[config.mk]
export PLATFORM = sky130hd
export DESIGN_NAME = fir_sequencer
export DESIGN_NICKNAME = d
export VERILOG_FILES = /design/src/rtl/fir_sequencer.sv
export SDC_FILE = /design/constraint.sdc
export NUM_CORES = 1
export LEC_CHECK = 0
export CORE_ASPECT_RATIO = 1.25
export CORE_MARGIN = 5
export CORE_UTILIZATION = 30
export DETAILED_ROUTE_END_ITERATION = 16
export DONT_BUFFER_PORTS = 1
export GPL_TIMING_DRIVEN = 0
export PLACE_DENSITY_LB_ADDON = 0.25
export SKIP_LAST_GASP = 1
export SLEW_MARGIN = 5
export SYNTH_ARGS = -nofsm -noshare
export SYNTH_HDL_FRONTEND = slang
export SYNTH_SLANG_ARGS = --single-unit
[constraint.sdc]
create_clock -name clk_i -period 3.7 [get_ports clk_i]
set_clock_uncertainty 0.15 [all_clocks]
set_input_delay 0.37 -clock clk_i [delete_from_list [all_inputs] [get_ports clk_i]]
set_output_delay 0.37 -clock clk_i [all_outputs]
set_load 0.02 [all_outputs]
[src/rtl/fir_sequencer.sv]
// FIR MAC sequencer: drives an external DSP accumulator tap by tap and scales its result.
// Define FIR_SAT_EN to saturate the scaled output; otherwise the output wraps to 16 bits.
module fir_sequencer #(
  parameter int unsigned NTAPS   = 10,
  parameter int unsigned MAC_LAT = 2,
  parameter int unsigned SHIFT   = 0
) (
  input  logic        clk_i,
  input  logic        rst_i,
  input  logic        sample_valid_i,
  input  logic        coef_we_i,
  input  logic [3:0]  coef_addr_i,
  input  logic [15:0] coef_data_i,
  input  logic [32:0] result_i,
  output logic        mac_clr_o,
  output logic        mac_en_o,
  output logic [7:0]  tapnum_o,
  output logic [15:0] tap_o,
  output logic        busy_o,
  output logic [15:0] y_o,
  output logic        y_valid_o,
  output logic        overrun_o,
  output logic        coef_rej_o
);

  localparam int unsigned TAP_W  = 4;
  localparam int unsigned CNT_W  = 8;
  localparam int unsigned NCOEF  = 16;

  typedef enum logic [2:0] {
    IDLE   = 3'd0,
    CLEAR  = 3'd1,
    RUN    = 3'd2,
    DRAIN  = 3'd3,
    OUTPUT = 3'd4
  } state_t;

  state_t             state;
  logic [15:0]        coef [NCOEF];
  logic [TAP_W-1:0]   tap_idx;
  logic [CNT_W-1:0]   drain_cnt;
  logic               accept_c;
  logic signed [32:0] s_c;
  logic [15:0]        y_next_c;

  // New work and coefficient writes are only taken while no sequence is in flight.
  assign accept_c = (state == IDLE) || (state == OUTPUT);

  assign s_c = $signed(result_i) >>> SHIFT;

`ifdef FIR_SAT_EN
  always_comb begin
    y_next_c = s_c[15:0];
    if (s_c > 33'sd32767)
      y_next_c = 16'h7FFF;
    else if (s_c < -33'sd32768)
      y_next_c = 16'h8000;
  end
`else
  logic unused_c;
  assign unused_c = ^s_c[32:16];
  assign y_next_c = s_c[15:0];
`endif

  always_ff @(posedge clk_i) begin
    if (rst_i) begin
      state      <= IDLE;
      tap_idx    <= '0;
      drain_cnt  <= '0;
      mac_clr_o  <= 1'b0;
      mac_en_o   <= 1'b0;
      tapnum_o   <= '0;
      tap_o      <= '0;
      busy_o     <= 1'b0;
      y_o        <= '0;
      y_valid_o  <= 1'b0;
      overrun_o  <= 1'b0;
      coef_rej_o <= 1'b0;
      for (int i = 0; i < int'(NCOEF); i++) coef[i] <= '0;
    end else begin
      mac_clr_o  <= 1'b0;
      mac_en_o   <= 1'b0;
      tapnum_o   <= '0;
      tap_o      <= '0;
      y_valid_o  <= 1'b0;
      overrun_o  <= sample_valid_i && !accept_c;
      coef_rej_o <= 1'b0;

      if (coef_we_i) begin
        if (accept_c && (32'(coef_addr_i) < NTAPS))
          coef[coef_addr_i] <= coef_data_i;
        else
          coef_rej_o <= 1'b1;
      end

      case (state)
        IDLE, OUTPUT: begin
          if (sample_valid_i) begin
            state     <= CLEAR;
            mac_clr_o <= 1'b1;
            busy_o    <= 1'b1;
          end else begin
            state  <= IDLE;
            busy_o <= 1'b0;
          end
        end
        CLEAR: begin
          state    <= RUN;
          tap_idx  <= '0;
          mac_en_o <= 1'b1;
          tap_o    <= coef[0];
          busy_o   <= 1'b1;
        end
        RUN: begin
          if (tap_idx == TAP_W'(NTAPS - 1)) begin
            // A zero-latency DSP has its result ready immediately after the last MAC.
            if (MAC_LAT == 0) begin
              state     <= OUTPUT;
              y_o       <= y_next_c;
              y_valid_o <= 1'b1;
              busy_o    <= 1'b0;
            end else begin
              state     <= DRAIN;
              drain_cnt <= '0;
              busy_o    <= 1'b1;
            end
          end else begin
            tap_idx  <= tap_idx + TAP_W'(1);
            mac_en_o <= 1'b1;
            tapnum_o <= CNT_W'(tap_idx + TAP_W'(1));
            tap_o    <= coef[tap_idx + TAP_W'(1)];
            busy_o   <= 1'b1;
          end
        end
        DRAIN: begin
          if (drain_cnt == CNT_W'(MAC_LAT - 1)) begin
            state     <= OUTPUT;
            y_o       <= y_next_c;
            y_valid_o <= 1'b1;
            busy_o    <= 1'b0;
          end else begin
            drain_cnt <= drain_cnt + CNT_W'(1);
            busy_o    <= 1'b1;
          end
        end
        default: begin
          state  <= IDLE;
          busy_o <= 1'b0;
        end
      endcase
    end
  end

endmodule

**Yosys cells after proc, flatten, opt, wreduce, memory -nomap -nowiden**

Memories as Yosys holds them, arrays and structs flattened.
Index checks and enable logic that the tools add are counted.

- $add $sub $neg: 3
- $lt $le $gt $ge: 1
- Equality and inequality tests: 10
- Muxes and demuxes: 27
- Bitwise operators: 4
- Reduce and logical (&&, ||, !) cells: 18

Operators by type and width:

| cell | number |
|---|---|
| 16-bit two-way mux | 2 |
| 16-bit case mux with 2 select lines | 1 |
| 8-bit two-way mux | 2 |
| 8-bit case mux with 2 select lines | 1 |
| 16-bit OR reduction | 1 |
| 1-bit two-way mux | 13 |
| 3-bit case mux with 4 select lines | 1 |
| 2-bit OR reduction | 5 |
| 8-bit by 1-bit adder with 8-bit output (second input constant) | 1 |
| 8-bit by 1-bit == test with 1-bit output (second input constant) | 1 |
| 4-bit two-way mux | 2 |
| 2-bit != test (second input constant) | 4 |
| 4-bit case mux with 2 select lines | 1 |
| 3-bit by 2-bit == test with 1-bit output (second input constant) | 2 |
| 3-bit two-way mux | 2 |
| 2-bit AND reduction | 3 |
| 4-bit by 1-bit adder with 5-bit output (second input constant) | 1 |
| 4-bit by 1-bit adder with 4-bit output (second input constant) | 1 |
| 4-bit == test (second input constant) | 1 |
| 4-bit less-than comparator (second input constant) | 1 |
| 1-bit NOT | 4 |
| 2-bit nonzero test | 2 |
| 3-bit by 1-bit == test with 1-bit output (second input constant) | 1 |
| 3-bit == test (second input constant) | 1 |
| other kinds (8) | 9 |

- Flip-flop bits (word level): 61
- Bits in writable memories: 256
- Bits of input ports: 57
- Output and inout bits: 46
- Word-level logic and storage cells: 76
- Memories kept: 1

Memory list:

| name | words | width | read ports | clocked after Yosys merged registers in | wr ports | RTL line | text |
|---|---|---|---|---|---|---|---|
| coef | 16 | 16 | 2 | 0 | 16 | 39 | `logic [15:0] coef [NCOEF];` |

**Longest topological paths before layout**

Gate-level depths: netlist of run 1.

- Word-level depth: 9
- Mapped depth: 9

**Worst setup path after synthesis of run 1**

OpenSTA, ideal clock, no wires.

- Path kind: register to register
- From: reg tap_idx[0]
- To: reg tap_o[0]
- Library setup time: 0.121 ns
- Data arrival time: 2.132 ns
- Slack: 1.298 ns
- Stages on the path, launching flop included: 8
- Path buffers: 1
- Period minus slack after synthesis: 2.402 ns
- Cells stage by stage: dfxtp_1 -> ha_1 -> xor2_4 -> buf_6 -> mux4_1 -> mux2_2 -> a22oi_1 -> nand2_1

- Cells in the longest elaborated chain, start to end: 4
- Elaborated cells on any way between the ends: 5
- Those cells by class: add/sub: 1; eq/ne: 1; mux: 2; memory: 1

Ends and longest elaborated chain:

| element | RTL line | text |
|---|---|---|
| from (decl) | 40 | `logic [TAP_W-1:0] tap_idx;` |
| from (signal assigned) | 128 | `tap_idx <= tap_idx + TAP_W'(1);` |
| 4-bit by 1-bit adder with 4-bit output | 131 | `tap_o <= coef[tap_idx + TAP_W'(1)];` |
| memory 16 x 16 bit | n/a |  |
| 16-bit two-way mux (*) | 115 | `if (tap_idx == TAP_W'(NTAPS - 1)) begin` |
| 16-bit case mux with 2 select lines (*) | 96 | `case (state)` |
| to (signal assigned) | 111 | `tap_o <= coef[0];` |
| to (signal assigned) | 131 |  |
| to (decl) | 18 | `output logic [15:0] tap_o,` |

Mark *: on every way between the ends. The rest lies on a longest branch, timed or not.
A chain may end at the register's enable or synchronous reset.

**Worst setup path in the final report of run 1**

- From: reg tap_idx[1]
- To: reg tap_o[4]

Same word-level chain as after synthesis.

==> results.md, run 1 <==
* Worst-Skew Late Latency at 540 ps
* Layout area overhead at 19.4%
* Final instance area at 15900 um2
* Area occupied by multi-input gates at 4480 um2
* Die Area at 48600 um2
* Count of cell types in the netlist at 52
* Initial antenna violation count at 2
* Ports at 103
* Row count at 86
* Initial DRC count at 451
* Post-DP HPWL at 21900 um
* Most frequent cells in the layout: edfxtp_1, and2_1, conb_1
* Worst Max-Slew Pin Slew at 1230 ps
* Reg clk slew, reported paths at 60 ps
* YS warnings at 0
* Nets at 1131
* Final setup violation count at 0
* Hold depth at 4
* Cell Area, Synth at 13300 um2
* Place WS at 529 ps
* Post-Synth Simple-Gate Area at 0.153
* Setup TNS at 0 ps
* FF-to-FF setup slack at 520 ps
* Synth Area in Compound Gates at 0.0309
* Seq/Total Area, Yosys at 0.667
* CTS resizes at 0
* PD cells at 530 nW/um2
* Hold Crit Class: input pin to flop
* Setup Fix Bufs, Post-CTS at 0
* First-pass iteration count of the detailed router at 5
* Chip Width at 198 um
* # port buffers at 0
* Placed Instances at 1567
* CTS Hold Bufs at 38
* Met3 Resource Use GR at 0.0284
* Routed Antenna Nets at 0
* Worst setup margin at 524 ps
* Gr usage total at 0.138
* Floorplan Core Area at 43900 um2
* Final Non-Filler Cells at 1669
* Reg2reg start: tap_idx[1]$_SDFFE_PP0P_
* Run status: finished, final reports clean
* Destination of the worst hold path: busy_o$_SDFF_PP0_
* Inserted Clock Buffers at 35
* Max FO, Critical Path at 10
* Yosys reg bits at 314
* R2R depth at 8
* Max-slew violation count at 0
* H-tree levels at 2
* Clock Tree Root: clkbuf_16
* Startpoint types: flop
* Chip height at 245 um
* Synth Area in XOR/XNOR at 0.00801
* Fillers at 4251
* Slew HR at 0.180
* Mux contribution to synthesized area at 0.114
* Share of cells above drive strength 1 at 0.141
* CP Class: flop to flop
* Period utilization at 0.858
* Fin. Hold Viols at 0
* Post-layout total power at 8.40 mW
* Total Wirelength at 33400 um
* Synth area leaders: edfxtp_1, dfxtp_1, and2_1
* Clk sinks at 314
* P_leak at 6.00 nW
* Gpl congestion at 0.780
* Crit path capture type: flop
* Vias in the first global route at 7993
* Post-synthesis cell count at 897
* Min Tclk post-route at 3180 ps
* First-pass GRT wire length at 50200 um
* Final core occ at 0.361
* Area leader, netlist: edfxtp_1
* Largest family of logic cells by synthesized area: simple AND/OR/NAND/NOR gates
* Post-Place Cell Area at 14400 um2
* Total congestion overflow at 0
* RSZ-0062 raised after global routing: no
* Avg Cell Area, Syn at 14.8 um2
* Worst EP arrival at 3390 ps
* Inserted Diodes at 0
* CP required at 3920 ps
* GR Layer Usage met1 at 0.181
* Synth Area in Adders at 0.00377
* Leading cell type in the layout, fill and taps excluded: edfxtp_1
* DRC at 0
* Share of the synthesized area in the top cell type at 0.579
* Bufs on Longest Clock Path at 3
* Worst r2r dst: tap_o[4]$_SDFF_PP0_
* Routed len/inst at 20.0 um
* M2 GR Usage at 0.236
* Top Usage Layer GRT: met2
* Initial Utilization at 0.302
* Final hold slack at 32.8 ps
* Largest net degree at the start of global routing at 17
* Max IR drop VDD at 0.365 mV
* Register area at 8850 um2
* Vias/cell at 4.48
* Hold Path Origin: sample_valid_i
* Via count at 7482
* CTS tree: done
* Max_cap viols at 0
* Peak Freq at 315 MHz
==> where the power goes <==
group	total [mW]	internal [mW]	switching (mW)
Clock	3.39	1.97	1.42
Sequential	4.14	4.03	0.111
Combinational	0.868	0.325	0.543
Total	8.40	6.33	2.07
==> cells by family (layout without fill, tap and decap cells) <==
group | Yosys count | count (layout)
compound gates | 51 | 51
buf+inv | 60 | 162
fa+ha+maj | 4 | 4
flops | 314 | 314
mux | 81 | 81
other cells | 1 | 99
xor+xnor | 10 | 10
simple gates | 376 | 376
==> worst max-delay path: stages, from the launching register on <==
cell      delay, ps
dfxtp_1         380
inv_1            60
ha_1            260
clkbuf_1        440
clkbuf_1        720
mux4_1          410
mux2_2          310
a22oi_1         140
nand2_1         140
==> synthesized netlist by cell type, drive strengths merged <==
cell type  number
ha              4
mux2           16
or4b            1
nor4            1
nor3            9
a221oi          1
nand3          34
a31oi           1
o41a            1
nor3b           2
nand2b          5
nand2          88
mux4           48
or2            12
nor2           51
inv             4
nand4b          2
and3b           1
xnor2           4
o21bai          1
a22oi          16
nand4           1
xor2            6
and2          163
clkbuf         34
or3b            2
mux2i          17
dfxtp          58
o2111ai        17
or4             1
buf            22
nand3b          1
conb            1
a21oi           6
edfxtp        256
nor2b           2
a211oi          1
o21ai           7
==> registers in the layout, summed over array words and instances, names as in the netlist <==
register / count
tapnum_o: 5
tap_idx: 4
coef_rej_o: 1
y_valid_o: 1
tap_o: 16
state: 3
y_o: 16
coef: 256
busy_o: 1
mac_en_o: 1
drain_cnt: 8
mac_clr_o: 1
overrun_o: 1
==> layer usage <==
layer	wire, um	up-vias
met3	1690	46
met4	676	0
li1	-	3566
met5	0	-
met1	14700	3679
met2	16300	191
==> final cells by class <==
type,count,area share
Timing Repair Buffer,38,0.0240
Clock inverter,19,0.0102
Sequential cell,314,0.558
Clock buffer,45,0.0601
Inverter,4,0.000947
Buffer,56,0.0190
Tap cell,572,0.0451
Multi-Input combinational cell,621,0.283
==> how the worst max path moves through the flow <==
| stage | startpoint | end | slack, ps | depth (start not counted) |
|---|---|---|---|---|
| 3_5_place_dp | tap_idx[1]$_SDFFE_PP0P_ | tap_o[4]$_SDFF_PP0_ | 530 | 8 |
| 4_1_cts | tap_idx[1]$_SDFFE_PP0P_ | tap_o[4]$_SDFF_PP0_ | 520 | 8 |
| 5_1_grt | tap_idx[1]$_SDFFE_PP0P_ | tap_o[14]$_SDFF_PP0_ | 370 | 8 |
| 2_1_floorplan | tap_idx[0]$_SDFFE_PP0P_ | tap_o[0]$_SDFF_PP0_ | 1300 | 7 |
| 6_report | tap_idx[1]$_SDFFE_PP0P_ | tap_o[4]$_SDFF_PP0_ | 520 | 8 |
| 3_3_place_gp | tap_idx[1]$_SDFFE_PP0P_ | tap_o[13]$_SDFF_PP0_ | 540 | 8 |
Power figures use the tool's default switching activity.
==> run 2: changes to the inputs <==
--- a/config.mk
+++ b/config.mk
@@ -5,7 +5,7 @@
 export SDC_FILE = /design/constraint.sdc
 export NUM_CORES = 1
 export LEC_CHECK = 0
-export CORE_ASPECT_RATIO = 1.25
+export ABC_AREA = 1
 export CORE_MARGIN = 5
 export CORE_UTILIZATION = 30
 export DETAILED_ROUTE_END_ITERATION = 16
==> results.md, run 2 <==
* Switching power at 2.78 mW (+34%)
* Cell Area, Synth at 14200 um2 (+7.1%)
* Worst-Skew Late Latency at 520 ps (-20 ps)
* First-pass iteration count of the detailed router at 5 (unchanged)
* Clock Tree Root: clkbuf_16
* Hold depth at 4 (unchanged)
* Count of cell types in the netlist at 37 (-29%)
* WL met3 at 1890 um (+11%)
* Metal-1 WL at 17500 um (+19%)
* Post-synthesis cell count at 1550 (+73%)
* Synth Flop Type: edfxtp_1
* Fin. Hold Viols at 0 (unchanged)
* EDFF count, synth at 256 (unchanged)
* Most frequent cells in the layout: nand2_1, edfxtp_1, inv_1
* Via count at 10350 (+38%)
* Chip Width at 228 um (+15%)
* Yosys reg bits at 314 (unchanged)
* Min Tclk post-route at 2920 ps (-252 ps)
* Uppermost routed layer: met4
* Seq/Total Area, Yosys at 0.622 (-0.0443)
* Vias/cell at 4.43 (-1.1%)
* Bufs on Longest Clock Path at 3 (unchanged)
* Flop pwr share at 0.441 (-0.052)
* Vias in the first global route at 10263 (+28%)
* R2R depth at 11 (+3)
* Max-slew violation count at 0 (unchanged)
* Inserted Clock Buffers at 36 (+2.9%)
* PD cells at 564 nW/um2 (+6.5%)
* Reg2reg start: tap_idx[1]$_SDFFE_PP0P_
* Worst EP arrival at 3170 ps (-220 ps)
* Initial antenna violation count at 1 (-1)
* Final setup violation count at 0 (unchanged)
* CP required at 3940 ps (+20 ps)
* Post-layout total power at 9.42 mW (+12%)
* Nets at 1766 (+56%)
* Setup TNS at 0 ps (unchanged)
* Max_cap viols at 0 (unchanged)
* Initial DRC count at 798 (+77%)
* Synth Area in XOR/XNOR at 0.00466 (-0.00335)
* Destination of the worst hold path: coef_rej_o$_SDFF_PP0_
* Period utilization at 0.790 (-0.0682)
* Synth Area in Compound Gates at 0.0203 (-0.0106)
* Worst r2r dst: tap_o[13]$_SDFF_PP0_
* Max FFs per register at 256 (unchanged)
* Gr usage total at 0.149 (+0.0102)
* Startpoint types: flop
* Clk sinks at 314 (unchanged)
* Max FO, Critical Path at 10 (unchanged)
* DRC at 0 (unchanged)
* Routed Antenna Nets at 0 (unchanged)
* Peak Freq at 342 MHz (+8.6%)
* Max IR drop VDD at 0.229 mV (-37%)
* Floorplan Core Area at 46800 um2 (+6.5%)
* Gpl congestion at 0.854 (+9.5%)
* Crit path capture type: flop
* Leading cell type in the layout, fill and taps excluded: nand2_1
* Inserted Diodes at 0 (unchanged)
* Synth area leaders: edfxtp_1, nand2_1, dfxtp_1
* P_leak at 7.23 nW (+21%)
* Largest family of logic cells by synthesized area: simple AND/OR/NAND/NOR gates
* Mux contribution to synthesized area at 0 (-0.114)
* Commonest cells post-synth: nand2_1, edfxtp_1, inv_1, nand3_1, nor2_1
* Post-Synth Simple-Gate Area at 0.255 (+0.102)
* Worst Max-Slew Pin Slew at 985 ps (-244 ps)
* Hold Path Origin: coef_addr_i[3]
* Hold Crit Class: input pin to flop
* Layout area overhead at 17.4%
* Slew HR at 0.343 (+0.163)
* Share of the synthesized area in the top cell type at 0.541 (-0.0385)
* Run status: finished, final reports clean
* First-pass GRT wire length at 59900 um (+19%)
* Initial Utilization at 0.304 (+0.00179)
* Reg clk slew, reported paths at 60 ps (about the same)
* YS warnings at 0 (unchanged)
* CTS tree: done
* CP Class: flop to flop
* # port buffers at 0 (unchanged)
* Setup Fix Bufs, Post-CTS at 0 (unchanged)
* Synth Area in Adders at 0.00352 (-0.000251)
* Largest net degree at the start of global routing at 17 (unchanged)
* Row count at 79 (-8.1%)
* Share of cells above drive strength 1 at 0.0724 (-0.0689)
* Avg Cell Area, Syn at 9.17 um2 (-38%)
* H-tree levels at 2 (unchanged)
* Power share of the clock group at 0.374 (-0.030)
* Post-DP HPWL at 28700 um (+31%)
* Area leader, netlist: edfxtp_1
* Largest regs: coef: 256 flops, tap_o: 16 flops, y_o: 16 flops
* Cell Int Power at 6.64 mW (+4.9%)
* Asr flop ratio synth at 0 (unchanged)
* Switching share of power at 0.295 (+0.0487)
* Wire length on met2 at 18700 um (+15%)
* Biggest register: coef
* Comb pwr share at 0.184 (+0.081)
* FF-to-FF setup slack at 780 ps (+250 ps)
* Cell with the most instances after synthesis: nand2_1
* Chip height at 228 um (-7.1%)
* Die Area at 51900 um2 (+6.7%)
* Total Wirelength at 39000 um (+17%)
* Routed len/inst at 16.7 um (-16%)
* Total congestion overflow at 0 (unchanged)
* RSZ-0062 raised after global routing: no
* Ports at 103 (unchanged)
run 2: how the worst max path moves through the flow:
stage / startpoint / endpoint / slack, ps / cells past startpoint
after global routing: tap_idx[1]$_SDFFE_PP0P_ / tap_o[0]$_SDFF_PP0_ / 620 / 11
after global placement: rst_i / coef[5][3]$_SDFFCE_PN0P_ / 630 / 4
final: tap_idx[1]$_SDFFE_PP0P_ / tap_o[13]$_SDFF_PP0_ / 780 / 11
after floorplan: coef_addr_i[1] / coef[1][0]$_SDFFCE_PN0P_ / 1460 / 9
after CTS: tap_idx[1]$_SDFFE_PP0P_ / tap_o[1]$_SDFF_PP0_ / 790 / 11
after detailed placement: rst_i / coef[5][5]$_SDFFCE_PN0P_ / 670 / 4
run 2: logic make-up (layout without fill, tap and decap cells):
family / after synthesis / after routing
AOI/OAI and AO/OA: 54 / 54
xor gates and xnor gates: 5 / 5
adders and majority gates: 4 / 4
buffers and inverters: 325 / 404
DFF: 314 / 314
other: 1 / 99
and+or+nand+nor: 847 / 847
run 2: power groups by stage:
stage          clock, mW  combinational (mW)  sequential (mW)
4_1_cts             3.59                1.75             4.16
2_1_floorplan          0                1.15             4.21
5_1_grt             3.74                1.95             4.18
3_5_place_dp           0                1.73             4.23
6_report            3.52                1.74             4.16
3_3_place_gp           0                1.72             4.23
run 2: layout make-up:
type                       count  area (um2)
clock inverter                11         104
fill                        4777       30100
timing repair buffer          19         190
multi-input combinational   1009        4410
sequential                   314        8850
inverter                     236         886
clock buffer                  49        1050
buffer                        89         447
tap                          607         759
run 2: timing repair:
item,4_1_cts,5_1_grt
endpoints found under the hold margin,21,0
hold buffers,19,0
resized for setup,0,0
run 2: layer usage:
layer	GRT usage	vias to the layer above
li1	-	5183
met1	0.198	4841
met2	0.255	255
met3	0.0211	71
met4	0.0410	0
met5	0	-
run 2: worst max-delay path, stage by stage (launching register included):
cell and delay [ps]:
dfxtp_1 400, inv_1 60, ha_1 360, inv_1 100
buf_2 310, clkbuf_1 570, nand3_1 150, nand3_1 140
nand3_1 130, nand2_1 90, nand2_1 50, a21oi_1 290
run 2: through the flow:
step	util	hold WS, ps	worst slack (ps)	instances	area, um2
2_1_floorplan	-	309	1460	1648	14600
5_1_grt	0.357	92.0	617	2334	16700
6_report	0.357	73.6	776	2334	16700
3_3_place_gp	0.328	333	634	2255	15300
4_1_cts	0.357	46.7	787	2334	16700
3_5_place_dp	0.328	346	670	2255	15300
